[config.mk]
export PLATFORM = sky130hd
export DESIGN_NAME = go_done_initiator
export DESIGN_NICKNAME = d
export VERILOG_FILES = /design/src/rtl/go_done_initiator.sv
export SDC_FILE = /design/constraint.sdc
export NUM_CORES = 1
export LEC_CHECK = 0
export BUFFER_PORTS_ARGS = -buffer_cell sky130_fd_sc_hd__buf_2
export CAP_MARGIN = 0
export CORE_ASPECT_RATIO = 0.75
export CORE_MARGIN = 4
export CORE_UTILIZATION = 51
export CTS_BUF_LIST = sky130_fd_sc_hd__clkbuf_4 sky130_fd_sc_hd__clkbuf_8
export DETAILED_ROUTE_END_ITERATION = 16
export HOLD_SLACK_MARGIN = 0.05
export PLACE_DENSITY = 0.75
export SETUP_SLACK_MARGIN = 0.4
export SYNTH_ARGS = -nofsm -noshare
export SYNTH_HDL_FRONTEND = slang
export SYNTH_SLANG_ARGS = --single-unit
[constraint.sdc]
create_clock -name clk -period 2.3 [get_ports clk]
set_input_delay 0.69 -clock clk [delete_from_list [all_inputs] [get_ports clk]]
set_output_delay 0.69 -clock clk [all_outputs]
set_load 0.005 [all_outputs]
[src/rtl/go_done_initiator.sv]
// Initiator side of the go/done/ack compute handshake.
// Runs a batch of back-to-back jobs against one responder. Each job raises go,
// waits for done, returns a one-cycle ack, then waits for done to clear.
// A job whose go stays high for TIMEOUT_CYCLES cycles without done ends the
// batch and sets a sticky timeout flag.
// Outputs are decoded from the state register, so they change only on clk.
// busy covers ISSUE/ACK/DRAIN and is already low in the FINISH cycle.
module go_done_initiator #(
  parameter int NUM_JOBS_W     = 8,
  parameter int TIMEOUT_CYCLES = 1024
) (
  input  logic                  clk,
  input  logic                  rst,
  input  logic                  start,
  input  logic [NUM_JOBS_W-1:0] num_jobs,
  input  logic                  done,
  output logic                  go,
  output logic                  ack,
  output logic                  busy,
  output logic                  batch_done,
  output logic [NUM_JOBS_W-1:0] jobs_completed,
  output logic                  timeout_err
);

  localparam int CNT_W = $clog2(TIMEOUT_CYCLES + 1);
  localparam logic [CNT_W-1:0] TLAST = CNT_W'(TIMEOUT_CYCLES - 1);

  typedef enum logic [2:0] {
    IDLE   = 3'd0,
    ISSUE  = 3'd1,
    ACK    = 3'd2,
    DRAIN  = 3'd3,
    FINISH = 3'd4
  } state_t;

  state_t                state, state_nxt;
  logic [NUM_JOBS_W-1:0] remaining, remaining_nxt;
  logic [NUM_JOBS_W-1:0] jobs_nxt;
  logic [CNT_W-1:0]      tcnt, tcnt_nxt;
  logic                  terr_nxt;

  // Completed-job count sticks at all-ones instead of wrapping.
  function automatic logic [NUM_JOBS_W-1:0] sat_inc(input logic [NUM_JOBS_W-1:0] v);
    return (&v) ? v : v + NUM_JOBS_W'(1);
  endfunction

  // Next-state, job bookkeeping and timeout counter.
  always_comb begin
    state_nxt     = state;
    remaining_nxt = remaining;
    jobs_nxt      = jobs_completed;
    tcnt_nxt      = tcnt;
    terr_nxt      = timeout_err;
    case (state)
      IDLE: begin
        tcnt_nxt = '0;
        if (start) begin
          remaining_nxt = num_jobs;
          jobs_nxt      = '0;
          terr_nxt      = 1'b0;
          state_nxt     = (num_jobs != '0) ? ISSUE : FINISH;
        end
      end
      ISSUE: begin
        // done is checked first so a reply on the last allowed cycle still counts
        if (done) begin
          jobs_nxt      = sat_inc(jobs_completed);
          remaining_nxt = remaining - NUM_JOBS_W'(1);
          tcnt_nxt      = '0;
          state_nxt     = ACK;
        end else if (tcnt == TLAST) begin
          terr_nxt  = 1'b1;
          tcnt_nxt  = '0;
          state_nxt = FINISH;
        end else begin
          tcnt_nxt = tcnt + CNT_W'(1);
        end
      end
      ACK: state_nxt = DRAIN;
      DRAIN: begin
        if (!done) begin
          tcnt_nxt  = '0;
          state_nxt = (remaining != '0) ? ISSUE : FINISH;
        end
      end
      FINISH:  state_nxt = IDLE;
      default: state_nxt = IDLE;
    endcase
  end

  // Control state with synchronous reset.
  always_ff @(posedge clk) begin
    if (rst) begin
      state          <= IDLE;
      jobs_completed <= '0;
      tcnt           <= '0;
      timeout_err    <= 1'b0;
    end else begin
      state          <= state_nxt;
      jobs_completed <= jobs_nxt;
      tcnt           <= tcnt_nxt;
      timeout_err    <= terr_nxt;
    end
  end

  // Remaining-job count is always reloaded on an accepted start before use.
  always_ff @(posedge clk) begin
    remaining <= remaining_nxt;
  end

  assign go         = (state == ISSUE);
  assign ack        = (state == ACK);
  assign busy       = (state == ISSUE) || (state == ACK) || (state == DRAIN);
  assign batch_done = (state == FINISH);

endmodule

==> results of run 1 <==
## final timing paths
kind | from | endpoint | slack, ns | cells past startpoint
min | tcnt[10] | tcnt[10] | 0.48 | 2
max | done | jobs_completed[7] | 0.48 | 6
max reg2reg | jobs_completed[0] | jobs_completed[4] | 0.51 | 5
min reg2reg | tcnt[10] | tcnt[10] | 0.48 | 2
## layout make-up
class | count | share of cell area [%]
multi-input combinational | 156 | 48.3
inverter | 7 | 1.44
sequential | 31 | 34.2
tap | 40 | 2.40
clock inverter | 1 | 0.240
clock buffer | 7 | 4.33
timing repair buffer | 33 | 9.13
## sequential cells by signal (all words and copies together), names as in the netlist
name	flops
tcnt	11
timeout_err	1
state	3
remaining	8
jobs_completed	8
## metal layers
layer	share of wire, %	vias up
met5	0	-
met4	1.2	0
met3	5.6	6
met2	41	34
met1	52	735
li1	-	807
## power breakdown
| group | leakage, nW | internal (mW) | switching, mW | total (mW) |
|---|---|---|---|---|
| logic | 0.428 | 0.199 | 0.247 | 0.446 |
| registers | 0.265 | 0.647 | 0.0699 | 0.717 |
| clock network | 0.0517 | 0.253 | 0.191 | 0.444 |
## cell usage after synthesis, types with 2 or more instances
library cell / instances / area, um2
nor2_1: 26 / 97.6
dfxtp_1: 23 / 460
a21oi_1: 20 / 100
nand2_1: 12 / 45.0
xnor2_1: 10 / 87.6
edfxtp_1: 8 / 240
nand3_1: 8 / 40.0
inv_1: 7 / 26.3
clkbuf_1: 5 / 18.8
nand2b_1: 5 / 31.3
nand4_1: 5 / 31.3
nor3_1: 5 / 25.0
o21ai_0: 5 / 25.0
or4_1: 5 / 37.5
xor2_1: 5 / 43.8
ha_1: 4 / 50.1
nor2b_1: 4 / 25.0
o31ai_1: 4 / 30.0
a2111oi_0: 3 / 26.3
and3_1: 3 / 18.8
nor4_1: 3 / 18.8
a211oi_1: 2 / 15.0
a21o_1: 2 / 15.0
a31oi_1: 2 / 12.5
and4_1: 2 / 17.5
buf_2: 2 / 10.0
nand3b_1: 2 / 15.0
o2111a_1: 2 / 22.5
o41ai_1: 2 / 17.5
or3_1: 2 / 12.5
## kinds of logic (layout without fill, tap and decap cells)
kind of cell / after synthesis / count (layout) / share of synthesized area (%)
AND/OR/NAND/NOR: 88 / 88 / 27.2
AO/OA/AOI/OAI: 47 / 47 / 17.6
flip-flops: 31 / 31 / 40.2
XOR/XNOR: 15 / 15 / 7.53
buffers and inverters: 15 / 48 / 3.37
adder cells (fa/ha/maj): 4 / 4 / 2.87
multiplexers: 2 / 2 / 1.22
## per-stage QoR
| stage | hold slack (ns) | cell area [um2] | power [mW] | utilization (%) | setup slack, ns |
|---|---|---|---|---|---|
| final | 0.476 | 2080 | 1.61 | 63.3 | 0.475 |
| after global routing | 0.497 | 2080 | 1.71 | 63.3 | 0.401 |
| after CTS | 0.471 | 2040 | 1.59 | 62.2 | 0.410 |
| after detailed placement | 0.462 | 1950 | 1.14 | 59.2 | 0.165 |
| after global placement | 0.451 | 1950 | 1.14 | 59.2 | 0.199 |
| after floorplan | 0.442 | 1780 | 1.02 | - | 0.412 |
## what timing repair did
item	CTS	global route
setup endpoints to repair	3	9
pin swaps	0	1
hold buffers	0	0
buffers inserted	0	3
gates resized for setup	3	8
## worst min-delay path: stages (launching register included)
cell and delay [ns]:
dfxtp_1 0.33, o21ai_0 0.07, nor2_1 0.04
==> results.toml, run 1 <==
[hold_path]
hold_class = "flop to flop"

[synthesis]
syn_avg_cell_area_um2 = 8.63
async_flop_share_pct = 0
yosysSeqAreaShare_pct = 40.2
yosysWarnings = 0
synthFlopType = "dfxtp_1"
synthesis.area_um2 = 1740
ys_ff_latch = 31
synth_edf_count = 8
yosysUniqueCellTypes = 44
postSynthCellCount = 202
synth_nets = 218

[timing]
tightest_slew_ns = 0.490
tns_ns = 0
fin_crit_sh_pct = 79.3
setup_viol = 0
fmax_mhz = 548
relSlewSlack_pct = 66.5
rsz0062_at_grt = "no"
period_needed_ns = 1.82
clock-skew-final_ns = 0.00529
slew_violations = 0
hold_viol = 0

[cts]
htree_levels = 2
cts_buffers = 5
cts_root_buf = "clkbuf_8"
clk_pin_slew_ns = 0.06
clock_path_buffers = 2
cts_sinks = 31
tritoncts = "done"
insertion_delay_ns = 0.28

[critical_path]
cp_top_family = "compound AO/OA/AOI/OAI gates"
crit_path_max_incr_delay_ns = 0.42
crit_type = "input pin to flop"
path_cells = "clkbuf_4 > mux2i_1 > or3_4 > buf_4 > o41ai_2 > a21oi_1"
cp-end-kind = "flop"
crit_required_ns = 2.46
cp-start-kind = "input pin"
cp_data_arrival_time_ns = 1.98
cp_slowest_cell = "or3_4"
crit_buf_inv = 2
path_max_fanout = 9

[finish]
layout_commonest_cell = "nor2_1"
antenna_cells = 0
fin_nets = 250
final_cell_mix = "nor2_1 (26), buf_2 (23), a21oi_1 (20), dfxtp_1 (20), nand2_1 (12)"
nFillCells = 295
drive_gt1_share_pct = 23.0
syn2layout_area_growth_pct = 19.4
stdcell_count = 275
regArea_um2 = 712
multiInputGateArea_um2 = 1000

[floorplan]
die_w_um = 75.5
core_um2 = 3290
die_area_um2 = 4430
initial_core_util_pct = 53.0
num_rows = 18
ios = 25
chipHeight_um = 58.6

[detailed_routing]
wire_per_inst_um = 14.0
vias = 1582
drt_iter0_drc = 148
drt_pass1_iterations = 4
drc_errors = 0
vias_per_cell = 5.75
wirelength_mm = 3.86
antenna_left = 0

[power_and_ir_drop]
pwr_density_cell_nw_per_um2 = 772
p_leak_nw = 0.744
ir_drop_mv = 0.494

[global_route]
track_usage_pct = 19.2
grt-busiest-layer = "met1"
grt_util_met2_pct = 25.1
grt_pass1_vias = 1386
grt_antenna_before_repair = 0
gr-total-overflow = 0
met3_usage_pct = 6.31
use_met1_pct = 29.0
grt_max_degree = 18
grt_pass1_wl_mm = 6.48

[placed_design]
globalplace.congestion = 0.858
hpwl_mm = 2.77
post-place-cells = 264
port_buffers = 24

[status]
status = "completed"

[run]
max_cap_viol_count = 0
Power figures use the tool's default switching activity.
==> run 2, diff against run 1 <==
--- a/config.mk
+++ b/config.mk
@@ -5,6 +5,7 @@
 export SDC_FILE = /design/constraint.sdc
 export NUM_CORES = 1
 export LEC_CHECK = 0
+export ABC_AREA = 1
 export BUFFER_PORTS_ARGS = -buffer_cell sky130_fd_sc_hd__buf_2
 export CAP_MARGIN = 0
 export CORE_ASPECT_RATIO = 0.75
@@ -13,7 +14,7 @@
 export CTS_BUF_LIST = sky130_fd_sc_hd__clkbuf_4 sky130_fd_sc_hd__clkbuf_8
 export DETAILED_ROUTE_END_ITERATION = 16
 export HOLD_SLACK_MARGIN = 0.05
-export PLACE_DENSITY = 0.75
+export PLACE_DENSITY = 0.78
 export SETUP_SLACK_MARGIN = 0.4
 export SYNTH_ARGS = -nofsm -noshare
 export SYNTH_HDL_FRONTEND = slang
==> constraint.sdc (replaced) <==
create_clock -name clk -period 1.56 [get_ports clk]
set_input_delay 0.468 -clock clk [delete_from_list [all_inputs] [get_ports clk]]
set_output_delay 0.468 -clock clk [all_outputs]
set_load 0.005 [all_outputs]
==> results.toml, run 2 <==
[timing]
setup_viol = 0
relSlewSlack_pct = 73.6
slew_violations = 0
hold_viol = 0
fin_ws_ns = 0.0199
fmax_mhz = 649
whs_ns = 0.469
period_needed_ns = 1.54
clock-skew-final_ns = 0.00521
rsz0062_at_grt = "yes"
tightest_slew_ns = 0.394
tns_ns = 0
fin_crit_sh_pct = 98.7

[critical_path]
crit_buf_inv = 1
cp-start-kind = "flop"
crit_type = "flop to flop"
cp-end-kind = "flop"
path_max_fanout = 3
path_cells = "buf_6 > nor2_4 > nand4_1 > xor2_1 > o21ai_1"
crit_path_max_incr_delay_ns = 0.47
cp_slowest_cell = "edfxtp_1"
crit_required_ns = 1.60
cp_top_family = "flip-flops"
cp_data_arrival_time_ns = 1.58

[synthesis]
synthFlopType = "dfxtp_1"
yosysSeqAreaShare_pct = 39.7
yosys-top-cells-count = "nand2_1 (59), nor2_1 (46), dfxtp_1 (23), inv_1 (22), a21oi_1 (12)"
async_flop_share_pct = 0
synth_nets = 261
yosysTopAreaCell = "dfxtp_1"
synth_most_common_cell = "nand2_1"
yosysUniqueCellTypes = 30
postSynthCellCount = 245
syn_avg_cell_area_um2 = 7.21
synthesis.area_um2 = 1770
synth_top_area_share_pct = 26.1
yosysWarnings = 0
synth_edf_count = 8
ys_ff_latch = 31
synth.area.top_cells = "dfxtp_1 (26%), edfxtp_1 (14%), nand2_1 (13%), nor2_1 (9.8%), inv_1 (4.7%)"

[detailed_routing]
drt_iter0_drc = 314
wire_per_inst_um = 19.7
vias_per_cell = 6.02
drc_errors = 0
wirelength_mm = 7.04
antenna_left = 0
vias = 2156
drt_pass1_iterations = 6

[floorplan]
chipHeight_um = 59.0
initial_core_util_pct = 53.4
die_w_um = 76.0
ios = 25
core_um2 = 3310
die_area_um2 = 4480
num_rows = 18

[cts]
cts_sinks = 31
tritoncts = "done"
cts_buffers = 5
clock_path_buffers = 2
cts_hold_buf = 0
clk_pin_slew_ns = 0.07
htree_levels = 2
cts_root_buf = "clkbuf_8"
insertion_delay_ns = 0.29

[finish]
drive_gt1_share_pct = 50.6
multiInputGateArea_um2 = 1260
top_regs = "tcnt x11, jobs_completed x8, remaining x8"
layout_commonest_cell = "nand2_1"
stdcell_count = 358
regArea_um2 = 731
antenna_cells = 0
nFillCells = 160
syn2layout_area_growth_pct = 59.7
final_cell_mix = "nand2_1 (46), nor2_1 (37), buf_4 (28)"
regMostFlops = "tcnt"
largest_reg_flops = 11
fin_nets = 333

[status]
status = "completed"

[placed_design]
dp_slack_ns = 0.0784
hpwl_mm = 3.07
post-place-cells = 315
globalplace.congestion = 0.876
port_buffers = 24

[global_route]
grt_max_degree = 18
track_usage_pct = 24.4
grt_antenna_before_repair = 0
grt_pass1_wl_mm = 8.65
gr-total-overflow = 0
grt_pass1_vias = 1834

[power_and_ir_drop]
p_leak_nw = 1.20
pwr_density_cell_nw_per_um2 = 1200
ir_drop_mv = 0.928

[run]
max_cap_viol_count = 0

[hold_path]
hold_class = "input pin to flop"
## run 2: kinds of logic after synthesis
kind of cell | count (synthesis) | share of synthesized area [%]
flops | 31 | 39.7
simple gates | 142 | 35.7
buf+inv | 28 | 6.87
fa+ha+maj | 4 | 2.83
xor+xnor | 9 | 4.46
compound gates | 31 | 10.5
## run 2: area by class of cell
cell class | count | area share, %
tap | 40 | 1.77
clock buffer | 6 | 2.71
multi-input combinational | 187 | 44.6
clock inverter | 2 | 0.266
timing repair buffer | 66 | 20.5
sequential | 31 | 25.9
inverter | 26 | 4.30
## run 2: stage by stage
| stage | cell area (um2) | utilization [%] | total power [mW] |
|---|---|---|---|
| after floorplan | 1800 | - | 1.61 |
| after global placement | 2010 | 60.7 | 1.81 |
| after detailed placement | 2010 | 60.7 | 1.83 |
| after CTS | 2570 | 77.6 | 2.96 |
| after global routing | 2820 | 85.2 | 3.54 |
| final | 2820 | 85.2 | 3.39 |
## run 2: metal layers
| metal | global-route usage, % | share of wire (%) | wire (um) |
|---|---|---|---|
| met3 | 6.23 | 9.4 | 664 |
| met5 | 0 | 0 | 0 |
| met1 | 30.7 | 39 | 2720 |
| met4 | 6.85 | 4.4 | 311 |
| met2 | 42.1 | 47 | 3340 |
## run 2: worst paths after layout
path | startpoint | end | slack, ns | cells past startpoint
setup / recovery | remaining[2] | remaining[7] | 0.02 | 5
hold / removal | num_jobs[3] | remaining[3] | 0.47 | 3
setup reg to reg | remaining[2] | remaining[7] | 0.02 | 5
hold reg to reg | tcnt[7] | tcnt[7] | 0.51 | 2
## run 2: worst min-delay path, delay by kind of cell
| kind | cells | cell delay [ns] |
|---|---|---|
| AND/OR/NAND/NOR | 2 | 0.10 |
| buffers and inverters | 1 | 0.09 |
## run 2: report_power, final
part / internal, mW / switching, mW / total [mW]
registers: 0.965 / 0.140 / 1.11
clock network: 0.321 / 0.305 / 0.626
logic: 0.796 / 0.868 / 1.66
total: 2.08 / 1.31 / 3.39
## run 2: what timing repair did
item,in CTS,in global routing
pin swaps,16,19
setup endpoints to repair,51,51
gates resized for setup,65,51
setup buffers,25,8
gates cloned,2,0
==> run 3, diff against run 2 <==
--- a/config.mk
+++ b/config.mk
@@ -14,7 +14,7 @@
 export CTS_BUF_LIST = sky130_fd_sc_hd__clkbuf_4 sky130_fd_sc_hd__clkbuf_8
 export DETAILED_ROUTE_END_ITERATION = 16
 export HOLD_SLACK_MARGIN = 0.05
-export PLACE_DENSITY = 0.78
+export PLACE_DENSITY = 0.75
 export SETUP_SLACK_MARGIN = 0.4
 export SYNTH_ARGS = -nofsm -noshare
 export SYNTH_HDL_FRONTEND = slang
==> constraint.sdc (replaced) <==
create_clock -name clk -period 1.6 [get_ports clk]
set_input_delay 0.48 -clock clk [delete_from_list [all_inputs] [get_ports clk]]
set_output_delay 0.48 -clock clk [all_outputs]
set_load 0.1 [all_outputs]
==> results.toml, run 3 (synthesis results as in run 2) <==
[floorplan]
chipHeight_um = 59.0
initial_core_util_pct = 53.4
core_um2 = 3310
die_w_um = 76.0
ios = 25
die_area_um2 = 4480
num_rows = 18

[timing]
tns_ns = 0
period_needed_ns = 1.60
slew_violations = 0
fin_ws_ns = 0.00479
rsz0062_at_grt = "yes"
fin_crit_sh_pct = 99.7
relSlewSlack_pct = 78.3
clock-skew-final_ns = 0.00741
whs_ns = 0.422
setup_viol = 0
fmax_mhz = 627
tightest_slew_ns = 0.323
hold_viol = 0

[critical_path]
cp_top_family = "flip-flops"
path_max_fanout = 4
cp-end-kind = "output pin"
cp_slowest_cell = "dfxtp_4"
rr_startpoint = "state[2]"
r2r-end = "tcnt[9]"
reg2regPathDepth = 11
cp_data_arrival_time_ns = 1.12
crit_type = "flop to output pin"
crit_required_ns = 1.12
path_cells = "nor2_2 > nand2_2 > inv_8 > buf_12"
crit_path_max_incr_delay_ns = 0.38
rrSetupSlack_ns = 0.03
cp-start-kind = "flop"
crit_buf_inv = 2

[finish]
antenna_cells = 0
nFillCells = 158
largest_reg_flops = 11
syn2layout_area_growth_pct = 59.1
regArea_um2 = 746
regMostFlops = "tcnt"
fin_util_pct = 84.9
layout_commonest_cell = "nand2_1"
drive_gt1_share_pct = 44.6
final_cell_mix = "nand2_1 (54), nor2_1 (43), buf_4 (18)"
multiInputGateArea_um2 = 1170
fin_nets = 320
top_regs = "tcnt x11, jobs_completed x8, remaining x8"

[cts]
clk_pin_slew_ns = 0.07
clock_path_buffers = 2
cts_buffers = 5
htree_levels = 2
cts_root_buf = "clkbuf_8"
insertion_delay_ns = 0.29
cts_sinks = 31
tritoncts = "done"

[detailed_routing]
wire_per_inst_um = 15.2
wirelength_mm = 5.26
drt_iter0_drc = 116
drc_errors = 0
antenna_left = 0
drt_pass1_iterations = 5
vias = 1884
vias_per_cell = 5.46

[placed_design]
globalplace.congestion = 0.922
hpwl_mm = 2.95
dp_slack_ns = 0.0957
port_buffers = 24

[power_and_ir_drop]
pwr_density_cell_nw_per_um2 = 1220
ir_drop_mv = 1.26
power.total_mw = 3.42
p_leak_nw = 1.16

[global_route]
grt_max_degree = 10
grt_pass1_vias = 1681
track_usage_pct = 22.4
grt_antenna_before_repair = 0
gr-total-overflow = 0
grt_pass1_wl_mm = 7.89

[run]
max_cap_viol_count = 0

[hold_path]
whs_endpoint = "jobs_completed[3]"
hold_class = "input pin to flop"
min_from = "rst"
whs_path_depth = 2

[status]
status = "completed"
-- run 3: repair_timing --
action,in CTS,in global routing
hold buffers,0,0
resized for setup,79,20
setup endpoints to repair,51,52
buffers inserted,17,7
cloned,3,0
pin swaps,14,9
-- run 3: area by class of cell --
| class | instances | share of cell area, % |
|---|---|---|
| clock buffer | 7 | 2.98 |
| timing repair buffer | 53 | 22.3 |
| clock inverter | 1 | 0.178 |
| sequential | 31 | 26.5 |
| inverter | 26 | 4.54 |
| tap | 40 | 1.78 |
| multi-input combinational | 187 | 41.7 |
-- run 3: worst max-delay path by stage --
stage | start | endpoint | slack [ns] | cells after the start
global placement | state[2] | jobs_completed[1] | 0.14 | 9
CTS | state[0] | batch_done | 0.003 | 2
detailed placement | done | tcnt[2] | 0.1 | 9
global route | state[2] | tcnt[9] | -0.03 | 11
floorplan | state[2] | batch_done | -0.08 | 2
finish | state[2] | go | 0.005 | 4
-- run 3: where the power goes --
| part | switching, mW | leakage [nW] | internal [mW] |
|---|---|---|---|
| registers | 0.125 | 0.274 | 0.937 |
| clock network | 0.295 | 0.0491 | 0.339 |
| logic | 0.981 | 0.839 | 0.743 |
-- run 3: routing by layer --
layer / global-route usage, % / vias up / routed length [um]
met1: 31.8 / 855 / 2270
met3: 5.17 / 7 / 495
met2: 33.5 / 104 / 2420
met4: 8.12 / 0 / 72
met5: 0 / - / 0
li1: - / 918 / -
-- run 3: metrics by stage --
step | cells | instance area (um2)
3_3_place_gp | 310 | 2110
3_5_place_dp | 310 | 2110
5_1_grt | 345 | 2810
4_1_cts | 338 | 2680
6_report | 345 | 2810
2_1_floorplan | 245 | 1880
